==> src/rtl/rate_pkg.sv <==
// Shared definitions for the rate enable generator.
// Holds the Speed encodings and the period lookup used by the RTL and the bench.
package rate_pkg;

  localparam logic [1:0] SPEED_FULL = 2'b00;
  localparam logic [1:0] SPEED_1X   = 2'b01;
  localparam logic [1:0] SPEED_2X   = 2'b10;
  localparam logic [1:0] SPEED_4X   = 2'b11;

  // Strobe period in clock cycles for a given rate select.
  // Computed at 64 bits so that 4*F cannot overflow for any realistic clock.
  function automatic longint unsigned period_cycles(input logic [1:0]       speed,
                                                    input longint unsigned  clock_frequency);
    case (speed)
      SPEED_FULL: return 64'd1;
      SPEED_1X:   return clock_frequency;
      SPEED_2X:   return 64'd2 * clock_frequency;
      default:    return 64'd4 * clock_frequency;
    endcase
  endfunction

endpackage

==> src/rtl/rate_reload_sel.sv <==
// Combinational reload selector: maps a rate select to the down-counter
// reload value (period - 1).
// Ports:
//   speed  [1:0]             rate select
//   reload [COUNT_WIDTH-1:0] period(speed) - 1
module rate_reload_sel
  import rate_pkg::*;
#(
  parameter int CLOCK_FREQUENCY = 50_000_000,
  parameter int COUNT_WIDTH     = $clog2(4 * CLOCK_FREQUENCY)
) (
  input  logic [1:0]             speed,
  output logic [COUNT_WIDTH-1:0] reload
);

  logic [63:0] period;

  always_comb begin
    period = period_cycles(speed, 64'(CLOCK_FREQUENCY));
    reload = COUNT_WIDTH'(period - 64'd1);
  end

endmodule

==> src/rtl/rate_enable_gen.sv <==
// Programmable rate divider producing a registered single-cycle Enable strobe
// once every 1, F, 2F or 4F clock cycles for the downstream counter stage.
// Ports:
//   Clock    sole clock, rising edge
//   Clear_b  asynchronous active-low clear
//   Run      1 = divider counts, 0 = frozen, no strobes
//   Speed    rate select (00 full, 01 F, 10 2F, 11 4F)
//   Enable   registered single-cycle strobe
module rate_enable_gen
  import rate_pkg::*;
#(
  parameter int CLOCK_FREQUENCY = 50_000_000,
  parameter int COUNT_WIDTH     = $clog2(4 * CLOCK_FREQUENCY)
) (
  input  logic       Clock,
  input  logic       Clear_b,
  input  logic       Run,
  input  logic [1:0] Speed,
  output logic       Enable
);

  logic [COUNT_WIDTH-1:0] rate_count_q, rate_count_d;
  logic [1:0]             speed_q, speed_d;
  logic                   enable_q, enable_d;

  logic                   speed_change;
  logic [1:0]             reload_speed;
  logic [COUNT_WIDTH-1:0] reload;

  assign speed_change = (Speed != speed_q);
  // A single selector serves both reload cases: the new Speed on a change,
  // otherwise the accepted speed for terminal-count reloads.
  assign reload_speed = speed_change ? Speed : speed_q;

  rate_reload_sel #(
    .CLOCK_FREQUENCY(CLOCK_FREQUENCY),
    .COUNT_WIDTH    (COUNT_WIDTH)
  ) u_reload_sel (
    .speed (reload_speed),
    .reload(reload)
  );

  always_comb begin
    rate_count_d = rate_count_q;
    speed_d      = speed_q;
    enable_d     = 1'b0;
    if (speed_change) begin
      // Restart the period on any rate change, even while paused.
      speed_d      = Speed;
      rate_count_d = reload;
    end else if (!Run) begin
      rate_count_d = rate_count_q;
    end else if (rate_count_q == '0) begin
      enable_d     = 1'b1;
      rate_count_d = reload;
    end else begin
      rate_count_d = rate_count_q - 1'b1;
    end
  end

  always_ff @(posedge Clock or negedge Clear_b) begin
    if (!Clear_b) begin
      rate_count_q <= '0;
      speed_q      <= SPEED_FULL;
      enable_q     <= 1'b0;
    end else begin
      rate_count_q <= rate_count_d;
      speed_q      <= speed_d;
      enable_q     <= enable_d;
    end
  end

  assign Enable = enable_q;

endmodule

==> config.mk <==
export PLATFORM = sky130hd
export DESIGN_NAME = rate_enable_gen
export DESIGN_NICKNAME = d
export VERILOG_FILES = /design/src/rtl/rate_pkg.sv /design/src/rtl/rate_reload_sel.sv /design/src/rtl/rate_enable_gen.sv
export SDC_FILE = /design/constraint.sdc
export NUM_CORES = 1
export LEC_CHECK = 0
export ABC_AREA = 1
export CAP_MARGIN = 15
export CORE_ASPECT_RATIO = 1.25
export CORE_MARGIN = 1.5
export CORE_UTILIZATION = 62
export CTS_BUF_LIST = sky130_fd_sc_hd__clkbuf_16
export DETAILED_ROUTE_END_ITERATION = 6
export PLACE_DENSITY = 0.92
export SYNTH_ARGS = -nofsm -noshare
export SYNTH_HDL_FRONTEND = slang
export SYNTH_SLANG_ARGS = --single-unit
==> constraint.sdc <==
create_clock -name Clock -period 1.8 [get_ports Clock]
set_input_delay 0.27 -clock Clock [delete_from_list [all_inputs] [get_ports Clock]]
set_output_delay 0.27 -clock Clock [all_outputs]
set_load 0.02 [all_outputs]
* Yosys cells after proc, flatten, opt, wreduce, memory -nomap -nowiden
Cells that the tools add are included.
** Cells by class
- $mul :: 0
- Bitwise gates (word level) :: 0
- Reductions and logical operators :: 3
- Mux-type cells :: 8
- Equal/unequal tests :: 3
- Magnitude comparators :: 0
- Add/sub/neg operators :: 2
- Shift-type cells :: 0
- Div/mod/pow operators :: 0
** Operators with widths (number)
- 28-bit two-way mux :: 3
- 28-bit case mux with 3 select lines :: 1
- 28-bit by 1-bit subtractor with 28-bit output (second input constant) :: 2
- 28-bit zero test :: 1
- 1-bit two-way mux :: 3
- 2-bit by 1-bit equality test with 1-bit output (second input constant) :: 1
- 2-bit equality test (second input constant) :: 1
- 2-bit zero test :: 1
- 2-bit two-way mux :: 1
- 2-bit inequality test :: 1
- 2-bit nonzero test :: 1
** Word-level totals
- Bits in latches :: 0
- Memories kept :: 0
- Bits of input ports :: 5
- Word-level logic and storage cells :: 19
- Flip-flop bits (word level) :: 31
- RAM bits :: 0
- Bits in read-only memories :: 0
- Output and inout bits :: 1

* Longest topological paths before layout
Gate-level depths: netlist of the first run.
- Depth in word-level cells :: 8
- Depth in mapped cells :: 10
- Mapped depth without buffers :: 10

* Modules after synthesis
Synthesis of the first run repeated with hierarchy kept, for this count alone.
** Unflattened totals
- Cells, all modules :: 415
- Area total of the unflattened synthesis :: 2600.0 sq um
** Modules (own cells, without submodules)
- rate_enable_gen :: area each 2344.7 sq um, seq. area each 775.7 sq um, instances 1, cells each 380
- rate_reload_sel :: area each 255.2 sq um, seq. area each 0.0 sq um, instances 1, cells each 35

* Worst setup path after synthesis of the first run
Ideal clock, no wire load.
- Kind :: flip-flop to flip-flop
- Start point :: reg rate_count_q[0]
- End point :: reg rate_count_q[0]
- Path buffers :: 0
- Clock period less this slack :: 1.527 ns
- Arrival :: 1.399 ns
- Library setup time :: 0.128 ns
- Slack :: 0.273 ns
- Cell stages (with the launch flop) :: 10
- Data required time :: 1.672 ns
- Cell sequence :: dfrtp_1 inv_1 ha_1 nand2_1 nor2_1 nand4_2 nand2_4 nand2_2 nand2_4 o22ai_2
** On the way
- Longest elaborated chain between the ends :: 4
- Elaborated cells on any way between the ends :: 5
- Those cells by class :: add/sub (1); mux (3); reduce/logical (1)
** Ends and longest elaborated chain
- start, declared :: RTL line rate_enable_gen.sv:22 : logic [COUNT_WIDTH-1:0] rate_count_q, rate_count_d;
- start signal, assigned :: RTL line rate_enable_gen.sv:67 : rate_count_q <= rate_count_d;
- 28-bit by 1-bit subtractor with 28-bit output / 28-bit zero test (equally long branches) :: RTL line rate_enable_gen.sv:57, rate_enable_gen.sv:53
- 28-bit two-way mux (*) :: RTL line rate_enable_gen.sv:53 : end else if (rate_count_q == '0) begin
- 28-bit two-way mux (*) :: RTL line rate_enable_gen.sv:51 : end else if (!Run) begin
- 28-bit two-way mux (*) :: RTL line rate_enable_gen.sv:47 : if (speed_change) begin
Every way passes the cells marked *; elsewhere a longest branch is shown, timed or not. The select of a mux whose other input is x is not followed.
A chain may end at the register's enable or synchronous reset.

* Final worst setup path of the first run
- Start point :: in Speed[1]
- End point :: reg rate_count_q[11]
** On the way
- Longest elaborated chain between the ends :: 8
- Elaborated cells on any way between the ends :: 11
- Those cells by class :: add/sub (1); eq/ne (3); mux (5); reduce/logical (2)
** Ends and longest elaborated chain
- start, declared :: RTL line rate_enable_gen.sv:18 : input logic [1:0] Speed,
- 2-bit inequality test :: RTL line rate_enable_gen.sv:30 : assign speed_change = (Speed != speed_q);
- 2-bit two-way mux
- 2-bit equality test, or another cell as far along :: RTL line rate_pkg.sv:14 : case (speed)
- 28-bit case mux with 3 select lines :: RTL line rate_pkg.sv:14
- 28-bit by 1-bit subtractor with 28-bit output :: RTL line rate_reload_sel.sv:20 : reload = COUNT_WIDTH'(period - 64'd1);
- 28-bit two-way mux :: RTL line rate_enable_gen.sv:53
- 28-bit two-way mux :: RTL line rate_enable_gen.sv:51
- 28-bit two-way mux :: RTL line rate_enable_gen.sv:47
Several ways; a longest one is shown, not always the timed one. The select of a mux whose other input is x is not followed.

==> results.md, run 1 <==
* P_leak at 1.21 nW
* Worst-case reg-to-reg path depth at 9
* Final Hold Vio Count at 0
* Row count at 24
* Grt total ovfl at 0
* Final critical-path required period at 1.75 ns
* Post-CTS Hold Fix Bufs at 0
* DIE WIDTH at 57.0 microns
* R2R Setup Slk at 0.06 ns
* Routed wire length at 6.03 mm
* Synthesized net count at 315
* Critical Path RT at 1.95 ns
* Peak supply drop at 941 uV
* IO buf count at 5
* Initial drt markers at 159
* Max_slew headroom at 73.0%
* Global placement routability congestion at 0.983
* DR DRC count at 0
* Final Skew at 0.00331 ns
* Pre-antenna DRT Iters at 5
* Global-route wire length before repair at 9.42 mm
* Pwr dens at 885 nW/um^2
* Max FO, Critical Path at 8
* WS Path Type: input pin to flip-flop
* Yosys warns at 0
* Antenna cells at 0
* Routed vias/inst at 5.75
* P_sw at 0.000805 W
* XOR/XNOR Fraction of Synth Area at 6.97%
* Clock Tree Buf Depth at 2
* Full die area at 4020 sq um
* Vias in the first global route at 2058
* Reg clk slew, reported paths at 0.05 ns
* Root Driver: clkbuf_16
* CP max stage delay at 0.51 ns
* Power share of the clock group at 32.5%
* Synth async-reset ratio at 100%
* Compound-Gate Fraction of Synth Area at 11.0%
* Status: finished, final reports clean
* Critical path endpoint category: flip-flop
* Setup violations, final at 0
* Slowest CP cell: clkdlybuf4s50_1
* Starting Density at 64.9%
* # IOs at 6
* Layout cells sized above 1 at 25.1%
* Antenna violation net count after detailed routing at 0
* Synth cell types at 30
* Top FF cell, synth: dfrtp_1
* Fin crit share at 97.5%
* Yosys reg bits at 31
* GRT Util Overall at 30.5%
* Largest net degree at the start of global routing at 32
* Clock Sinks at 31
* Internal power at 0.00158 W
* Core ar. at 3480 sq um
* Final setup margin at 0.0458 ns
* Initial antenna violation count at 0
* Power share of the combinational group at 29.8%
* Cell chain of the critical path: clkdlybuf4s50_1, xnor2_1, nand2_1, nor2_2, buf_4, nor2_1, xnor2_1, nor2_1
* Die Y at 70.5 microns
* Pwr Total at 0.00238 W
* Net count reported at finish at 351
* Count of pins over their slew limit at 0
* Sequential power share at 37.7%
* Post-synthesis mux area share at 0%
* Wire per inst at 15.9 microns
* H-tree levels at 2
* Highest Clock Rate at 570 MHz
* Total CTS buffers at 5
* Detail Placement HPWL at 4.25 mm
* FILL cells at 233
* Mapped Cells at 304
* Max Cap Viol at 0
* Worst setup SP type: input pin
* Later-pin clock latency in the skew report at 0.28 ns
* Sequential share of the synthesized area at 34.3%
* RR Startpoint: rate_count_q[1]$_DFFE_PN0P_
* Post-synthesis simple-gate area fraction at 36.8%
* Largest family of logic cells by synthesized area: simple AND/OR/NAND/NOR gates
* Critical path arrival at 1.91 ns
* Pre-CTS setup slack at -0.0576 ns
* Sw Ratio at 33.8%
* Synth Area in Adders at 3.32%
* Via count at 2174
* Area Overhead vs Synth at 19.0%
* Avg Cell Area, Syn at 7.44 sq um
* Worst-Margin Slew at 0.405 ns
* Post-synth EDFFs at 0
* Syn Std Cell Area at 2260 sq um
* R2r endpoint: rate_count_q[8]$_DFFE_PN0P_
* Min-delay worst type: input pin to async pin
* CTS tree: yes
[worst max-delay path, delay by kind of cell]
kind	cells	cell delay, ns
xor+xnor	2	0.36
buf+inv	2	0.75
simple gates	4	0.53
[metal layers]
metal	vias to the layer above	wire length, microns	part of all wire, %	global-route usage (%)
met5	-	0	0	0
met4	0	299	5.0	14.5
met3	33	419	6.9	6.76
met2	103	2950	49	50.8
met1	1003	2360	39	37.3
li1	1035	-	-	-
[flip-flops by register name, indices dropped and copies added, names as in the netlist]
signal / flops
Enable: 1
rate_count_q: 28
speed_q: 2
[worst max-delay path by stage]
stage                                startpoint                            to  slack (ns)  depth (start not counted)
global placement                       Speed[0]  rate_count_q[25]$_DFFE_PN0P_       -0.03                          7
detailed placement                     Speed[1]   rate_count_q[9]$_DFFE_PN0P_       -0.06                          8
CTS                 rate_count_q[1]$_DFFE_PN0P_  rate_count_q[10]$_DFFE_PN0P_        0.03                         10
floorplan           rate_count_q[0]$_DFFE_PN0P_   rate_count_q[0]$_DFFE_PN0P_        0.27                          9
global route                           Speed[0]  rate_count_q[11]$_DFFE_PN0P_      -0.009                          8
finish                                 Speed[1]  rate_count_q[11]$_DFFE_PN0P_        0.05                          8
[per-stage QoR]
stage | area, sq um | util [%] | TNS (ns) | hold slack [ns] | cells
after floorplan | 2260 | - | 0 | -0.0256 | 304
after global placement | 2530 | 72.6 | -0.102 | 0.538 | 369
after detailed placement | 2530 | 72.6 | -0.298 | 0.543 | 369
after CTS | 2660 | 76.3 | 0 | 0.401 | 375
after global routing | 2690 | 77.3 | -0.00933 | 0.426 | 378
final | 2690 | 77.3 | 0 | 0.388 | 378
[what timing repair did]
| item | 4_1_cts | 5_1_grt |
|---|---|---|
| buffers inserted | 0 | 2 |
| resized for setup | 0 | 4 |
| endpoints found under the setup margin | 0 | 5 |
[kinds of logic (layout without fill, tap and decap cells)]
group | count (synthesis) | after routing
compound gates | 36 | 36
xor+xnor | 18 | 18
fa+ha+maj | 6 | 6
buf+inv | 37 | 71
flops | 31 | 31
simple gates | 176 | 177
[power groups by stage]
stage / combinational, W / sequential, W / clock, W
2_1_floorplan: 0.000429 / 0.000901 / 0
4_1_cts: 0.000682 / 0.000894 / 0.000775
5_1_grt: 0.000773 / 0.000910 / 0.000803
6_report: 0.000710 / 0.000899 / 0.000773
3_5_place_dp: 0.000677 / 0.000903 / 0
3_3_place_gp: 0.000655 / 0.000899 / 0
[placed cells by master, fill, tap and decap left out, types with 2 or more instances in the layout]
| cell | count |
|---|---|
| nand2_1 | 59 |
| nor2_1 | 55 |
| dfrtp_1 | 31 |
| inv_1 | 29 |
| buf_4 | 29 |
| a21oi_1 | 19 |
| nor2_2 | 18 |
| nand3_1 | 18 |
| xor2_1 | 11 |
| nand2_2 | 8 |
| xnor2_1 | 7 |
| nor2_4 | 7 |
| o22ai_2 | 7 |
| ha_1 | 6 |
| clkbuf_16 | 5 |
| clkdlybuf4s50_1 | 5 |
| nand4_1 | 4 |
| nor3_1 | 3 |
| o21ai_1 | 3 |
| nand2_4 | 2 |
| nand3_2 | 2 |
| o21ai_2 | 2 |
| o21ai_0 | 2 |
[cell type report]
class,count,area (sq um),area share (%)
repair buffers,35,288,10.7
clock buffers,5,125,4.65
well taps,39,48.8,1.81
inverters,30,115,4.28
flip-flops and latches,31,776,28.8
multi-input cells,237,1340,49.6
clock inverters,1,3.75,0.139
[Yosys cell counts, types with 4 or more instances]
cell / instances / share of area [%]
nor2_4: 5 / 2.5
inv_1: 28 / 4.6
xnor2_1: 7 / 2.7
nand4_1: 4 / 1.1
xor2_1: 11 / 4.3
ha_1: 6 / 3.3
dfrtp_1: 31 / 34
nor2_1: 57 / 9.5
nand3_1: 18 / 4.0
nand2_1: 59 / 9.8
nor2_2: 18 / 5.0
o22ai_2: 7 / 3.9
nand2_2: 7 / 1.9
a21oi_1: 19 / 4.2
Note: power is estimated with default switching activity, not from simulation.
==> run 2: changes to the inputs <==
CORE_UTILIZATION = 55   (was 62)
PLACE_DENSITY = 0.84   (was 0.92)
==> run 2 against run 1 <==
Compared with the run above:
- clock power increased by 23%
- global-route usage down 2.6 points
- core utilization down 8.5 points
- critical endpoint unchanged
- largest power group is now clock
==> results.md, run 2 (synthesis results as in run 1) <==
* Final setup margin at 0.132 ns
* Via count at 2092
* Antenna cells at 0
* Final critical-path required period at 1.67 ns
* Routed vias/inst at 5.49
* Biggest register: rate_count_q
* Net count reported at finish at 337
* Later-pin clock latency in the skew report at 0.28 ns
* Critical path arrival at 1.83 ns
* Detail Placement HPWL at 4.01 mm
* Max reg flops at 28
* Root Driver: clkbuf_16
* Global placement routability congestion at 0.937
* Full die area at 4510 sq um
* Max Cap Viol at 0
* Hold slack at 0.388 ns
* Critical Path RT at 1.96 ns
* DIE WIDTH at 60.4 microns
* Starting Density at 58.8%
* Pwr dens at 938 nW/um^2
* Fin crit share at 92.7%
* CTS tree: yes
* Wire per inst at 14.3 microns
* Initial drt markers at 183
* GRT Util Overall at 28.0%
* WS Path Type: flip-flop to flip-flop
* Setup Fix Bufs, Post-CTS at 0
* FILL cells at 286
* Worst path top cell family by delay: simple AND/OR/NAND/NOR gates
* Peak supply drop at 584 uV
* Pre-CTS setup slack at -0.00937 ns
* Count of pins over their slew limit at 0
* Largest net degree at the start of global routing at 32
* Worst-Margin Slew at 0.409 ns
* Global-route wire length before repair at 9.08 mm
* Post-CTS Hold Fix Bufs at 0
* CP max stage delay at 0.45 ns
* H-tree levels at 2
* Post-layout util at 68.8%
* Highest Clock Rate at 599 MHz
* Total CTS buffers at 5
* Grt total ovfl at 0
* Min-delay worst type: input pin to async pin
* Critical path endpoint category: flip-flop
* Reg clk slew, reported paths at 0.05 ns
* Row count at 25
* Area Overhead vs Synth at 17.1%
* Core ar. at 3850 sq um
* Most common cell after layout, fill and taps aside: nand2_1
* IO buf count at 5
* Status: finished, final reports clean
* Slowest CP cell: dfrtp_1
* Cell chain of the critical path: nor2_1, nand2_1, nor2_4, nand3_1, nor2_2, nor2_4, buf_12, nor2_2, nor2_1
* P_leak at 1.16 nW
* Vias in the first global route at 2024
* Routed wire length at 5.44 mm
* # IOs at 6
* Clock Tree Buf Depth at 2
* Max FO, Critical Path at 16
* Buffers and inverters on the worst path at 1
* Layout cells sized above 1 at 22.6%
* Antenna violation net count after detailed routing at 0
* Initial antenna violation count at 0
* Clock Sinks at 31
* Max_slew headroom at 72.8%
* DR DRC count at 0
* Setup violations, final at 0
* Final Skew at 0.00464 ns
* Die Y at 74.7 microns
* Worst setup SP type: flip-flop
* Most frequent cells in the layout: nand2_1, nor2_1, dfrtp_1
* Final Hold Vio Count at 0
* Pre-antenna DRT Iters at 4
-- run 2: worst reg2reg max path, cell delays in order, from the launching register on --
cell	delay [ns]
dfrtp_1	0.45
nor2_1	0.18
nand2_1	0.11
nor2_4	0.16
nand3_1	0.10
nor2_2	0.15
nor2_4	0.05
buf_12	0.14
nor2_2	0.14
nor2_1	0.07
-- run 2: stage by stage --
step                instances  power [W]  cell area [sq um]  setup TNS (ns)
floorplan                 304    0.00133               2260               0
global placement          373    0.00150               2460               0
detailed placement        373    0.00152               2460         -0.0167
CTS                       381    0.00247               2630               0
global route              381    0.00262               2650         -0.0253
finish                    381    0.00248               2650               0
-- run 2: final cells by class --
cell class	count	area, sq um	share of cell area [%]
flip-flops and latches	31	776	29.3
multi-input cells	236	1340	50.4
repair buffers	22	190	7.18
well taps	54	67.6	2.55
clock inverters	3	38.8	1.46
inverters	30	115	4.35
clock buffers	5	125	4.72
-- run 2: final timing paths --
| path | endpoint | startpoint | slack (ns) | depth (start not counted) |
|---|---|---|---|---|
| min in group Clock | rate_count_q[26]$_DFFE_PN0P_ | rate_count_q[26]$_DFFE_PN0P_ | 0.57 | 2 |
| hold / removal | rate_count_q[3]$_DFFE_PN0P_ | Clear_b | 0.39 | 2 |
| setup / recovery | rate_count_q[11]$_DFFE_PN0P_ | rate_count_q[23]$_DFFE_PN0P_ | 0.13 | 9 |
| hold reg to reg | rate_count_q[26]$_DFFE_PN0P_ | rate_count_q[26]$_DFFE_PN0P_ | 0.57 | 2 |
| max in group asynchronous | rate_count_q[21]$_DFFE_PN0P_ | Clear_b | 1.12 | 2 |
| setup reg to reg | rate_count_q[11]$_DFFE_PN0P_ | rate_count_q[23]$_DFFE_PN0P_ | 0.13 | 9 |
-- run 2: timing repair --
action                     in CTS  in global routing
resized for setup               0                  5
setup endpoints to repair       0                 13
hold endpoints to repair        0                  0
-- run 2: routing by layer --
layer | vias up | global-route usage, % | wire (microns)
met3 | 29 | 4.98 | 290
met2 | 76 | 47.7 | 2720
met1 | 976 | 30.5 | 2110
met5 | - | 0 | 0
li1 | 1011 | - | -
met4 | 0 | 20.7 | 314
-- run 2: power breakdown --
group          internal [W]  switching, W  leakage [nW]
logic              0.000248      0.000372         0.716
clock network      0.000644      0.000305        0.0812
registers          0.000797      0.000118         0.364
total               0.00169      0.000795          1.16
==> run 3: changes to the inputs <==
SYNTH_HIERARCHICAL = 1   (was default)
==> run 3 against run 2 <==
Compared with the run above:
- the run now ends with setup timing left
- clock power fell by 15%
- first-iteration DRC count is 10% higher
- flip-flop and latch count unchanged
- final area rose by 15%
- hold slack gained 0.0068 ns
==> results.md, run 3 <==
* Status: finished, violations left
* Failing checks: setup timing
* Worst setup SP type: flip-flop
* R2r endpoint: rate_count_q[8]$_DFFE_PN0P_
* Global-route wire length before repair at 10.9 mm
* Net count reported at finish at 438
* Final Hold Vio Count at 0
* WS Path Type: flip-flop to flip-flop
* Final Skew at 0.00194 ns
* Biggest register: rate_count_q
* Fin crit share at 100%
* Grt total ovfl at 0
* # IOs at 6
* Final setup margin at -0.00363 ns
* Max Cap Viol at 0
* Pre-antenna DRT Iters at 5
* Initial antenna violation count at 0
* Final critical-path required period at 1.80 ns
* IO buf count at 5
* Crit path from: rate_count_q[2]$_DFFE_PN0P_
* Yosys warns at 6
* Post-place instance area at 2740 sq um
* Critical Path RT at 1.97 ns
* Pwr dens at 843 nW/um^2
* Clock Sinks at 31
* Pre-CTS setup slack at -0.0589 ns
* Largest net degree at the start of global routing at 32
* Total CTS buffers at 5
* Reg clk slew, reported paths at 0.05 ns
* Area Overhead vs Synth at 16.7%
* Min-delay worst type: input pin to async pin
* Mapped Cells at 415
* Highest Clock Rate at 554 MHz
* Synth cell types at 27
* Via count at 2600
* R2R Setup Slk at -0.004 ns
* RR Startpoint: rate_count_q[2]$_DFFE_PN0P_
* Max FO, Critical Path at 13
* Full die area at 5150 sq um
* Yosys reg bits at 31
* Top FF cell, synth: dfrtp_1
* Most common library cells after synthesis: nand2_1, inv_1, nand3_1, nor2_1, dfrtp_1
* Critical path endpoint category: flip-flop
* CTS tree: yes
* Yosys top cell by area: dfrtp_1
* Layout cells sized above 1 at 15.5%
* Most common cell after layout, fill and taps aside: nand2_1
* RSZ-0062 raised after global routing: true
* Sequential share of the synthesized area at 29.8%
* Clock Tree Buf Depth at 2
* Starting Density at 58.3%
* Global placement routability congestion at 0.986
* Peak supply drop at 571 uV
* P_leak at 1.55 nW
* Post-synth EDFFs at 0
* Vias in the first global route at 2393
* Antenna violation net count after detailed routing at 0
* Post-synth top area share at 29.8%
* Most frequent cells in the layout: nand2_1, inv_1, nand3_1
* DIE WIDTH at 64.5 microns
* Wire per inst at 14.5 microns
* Worst-case reg-to-reg path depth at 9
* Synth async-reset ratio at 100%
* Initial drt markers at 202
* Core ar. at 4460 sq um
* H-tree levels at 2
* Most numerous cell in the Yosys netlist: nand2_1
* Avg Cell Area, Syn at 6.27 sq um
* Ranking of synthesized cells by area: dfrtp_1, nand2_1, nand3_1
* GRT Util Overall at 27.4%
* Critical path arrival at 1.97 ns
* Routed vias/inst at 5.36
* Row count at 27
* Root Driver: clkbuf_16
* Detail Placement HPWL at 4.30 mm
* Sum Neg Setup Slack at -0.00363 ns
* Later-pin clock latency in the skew report at 0.28 ns
* DR DRC count at 0
* Count of pins over their slew limit at 0
* Max reg flops at 28
* Setup violations, final at 1
* Syn Std Cell Area at 2600 sq um
* Final instance area at 3040 sq um
* Die Y at 79.9 microns
* Antenna cells at 0
* Pwr Total at 0.00256 W
* Routed wire length at 7.04 mm
## run 3: cell count changes after synthesis, moves of 4 or more
cell,change
nand2_1,+90
inv_1,+25
nor2_2,-12
o22ai_2,-7
buf_2,+4
buf_4,+18
nor2_1,-10
a21oi_1,-16
nand2_2,-6
nand3_1,+31
## run 3: worst max path at each step
stage,cells after the start,slack [ns],to
floorplan,9,0.17,rate_count_q[12]$_DFFE_PN0P_
global placement,8,0.03,rate_count_q[7]$_DFFE_PN0P_
detailed placement,8,-0.06,rate_count_q[8]$_DFFE_PN0P_
CTS,11,0.01,rate_count_q[16]$_DFFE_PN0P_
global route,9,-0.08,rate_count_q[8]$_DFFE_PN0P_
finish,9,-0.004,rate_count_q[8]$_DFFE_PN0P_
## run 3: logic make-up (layout without fill, tap and decap cells)
group	after synthesis	count (layout)	synth area share [%]
compound gates	11	11	2.74
xor+xnor	12	12	4.04
fa+ha+maj	7	7	3.37
buf+inv	86	96	16.5
flops	31	31	29.8
other cells	1	3	0.144
simple gates	267	267	43.4
## run 3: area by class of cell
class | instances | area, sq um
fillers | 370 | 1420
clock buffers | 5 | 125
clock inverters | 3 | 11.3
inverters | 54 | 203
flip-flops and latches | 31 | 779
well taps | 58 | 72.6
repair buffers | 34 | 357
multi-input cells | 300 | 1490
## run 3: timing repair
| item | 4_1_cts | 5_1_grt |
|---|---|---|
| gates resized for setup | 0 | 29 |
| setup buffers | 0 | 3 |
| setup endpoints to repair | 0 | 17 |
| endpoints found under the hold margin | 0 | 0 |
| hold buffers | 0 | 0 |
## run 3: worst max-delay path: stages (launching register included)
cell and delay (ns):
dfrtp_1 0.42, nor2_2 0.23, nand2_1 0.11, nor2_2 0.13, nand2_2 0.08, o21ai_4 0.27
clkbuf_16 0.24, nand2_1 0.06, nand3_1 0.10, nand2_1 0.06
## run 3: stage by stage
stage	instances	hold slack [ns]	util (%)
after floorplan	417	-0.0256	-
after global placement	472	0.488	61.4
after detailed placement	472	0.495	61.4
after CTS	480	0.423	64.4
after global routing	485	0.443	68.1
final	485	0.394	68.1
## run 3: where the power goes
group	total, W	internal, W	switching (W)
registers	0.000961	0.000814	0.000147
clock network	0.000809	0.000497	0.000312
logic	0.000790	0.000333	0.000457
## run 3: layer usage
| layer | part of all wire, % | GRT usage [%] | up-vias |
|---|---|---|---|
| li1 | - | - | 1274 |
| met1 | 39 | 33.0 | 1161 |
| met2 | 49 | 46.4 | 128 |
| met3 | 7.2 | 5.36 | 37 |
| met4 | 4.8 | 13.6 | 0 |
| met5 | 0 | 0 | - |
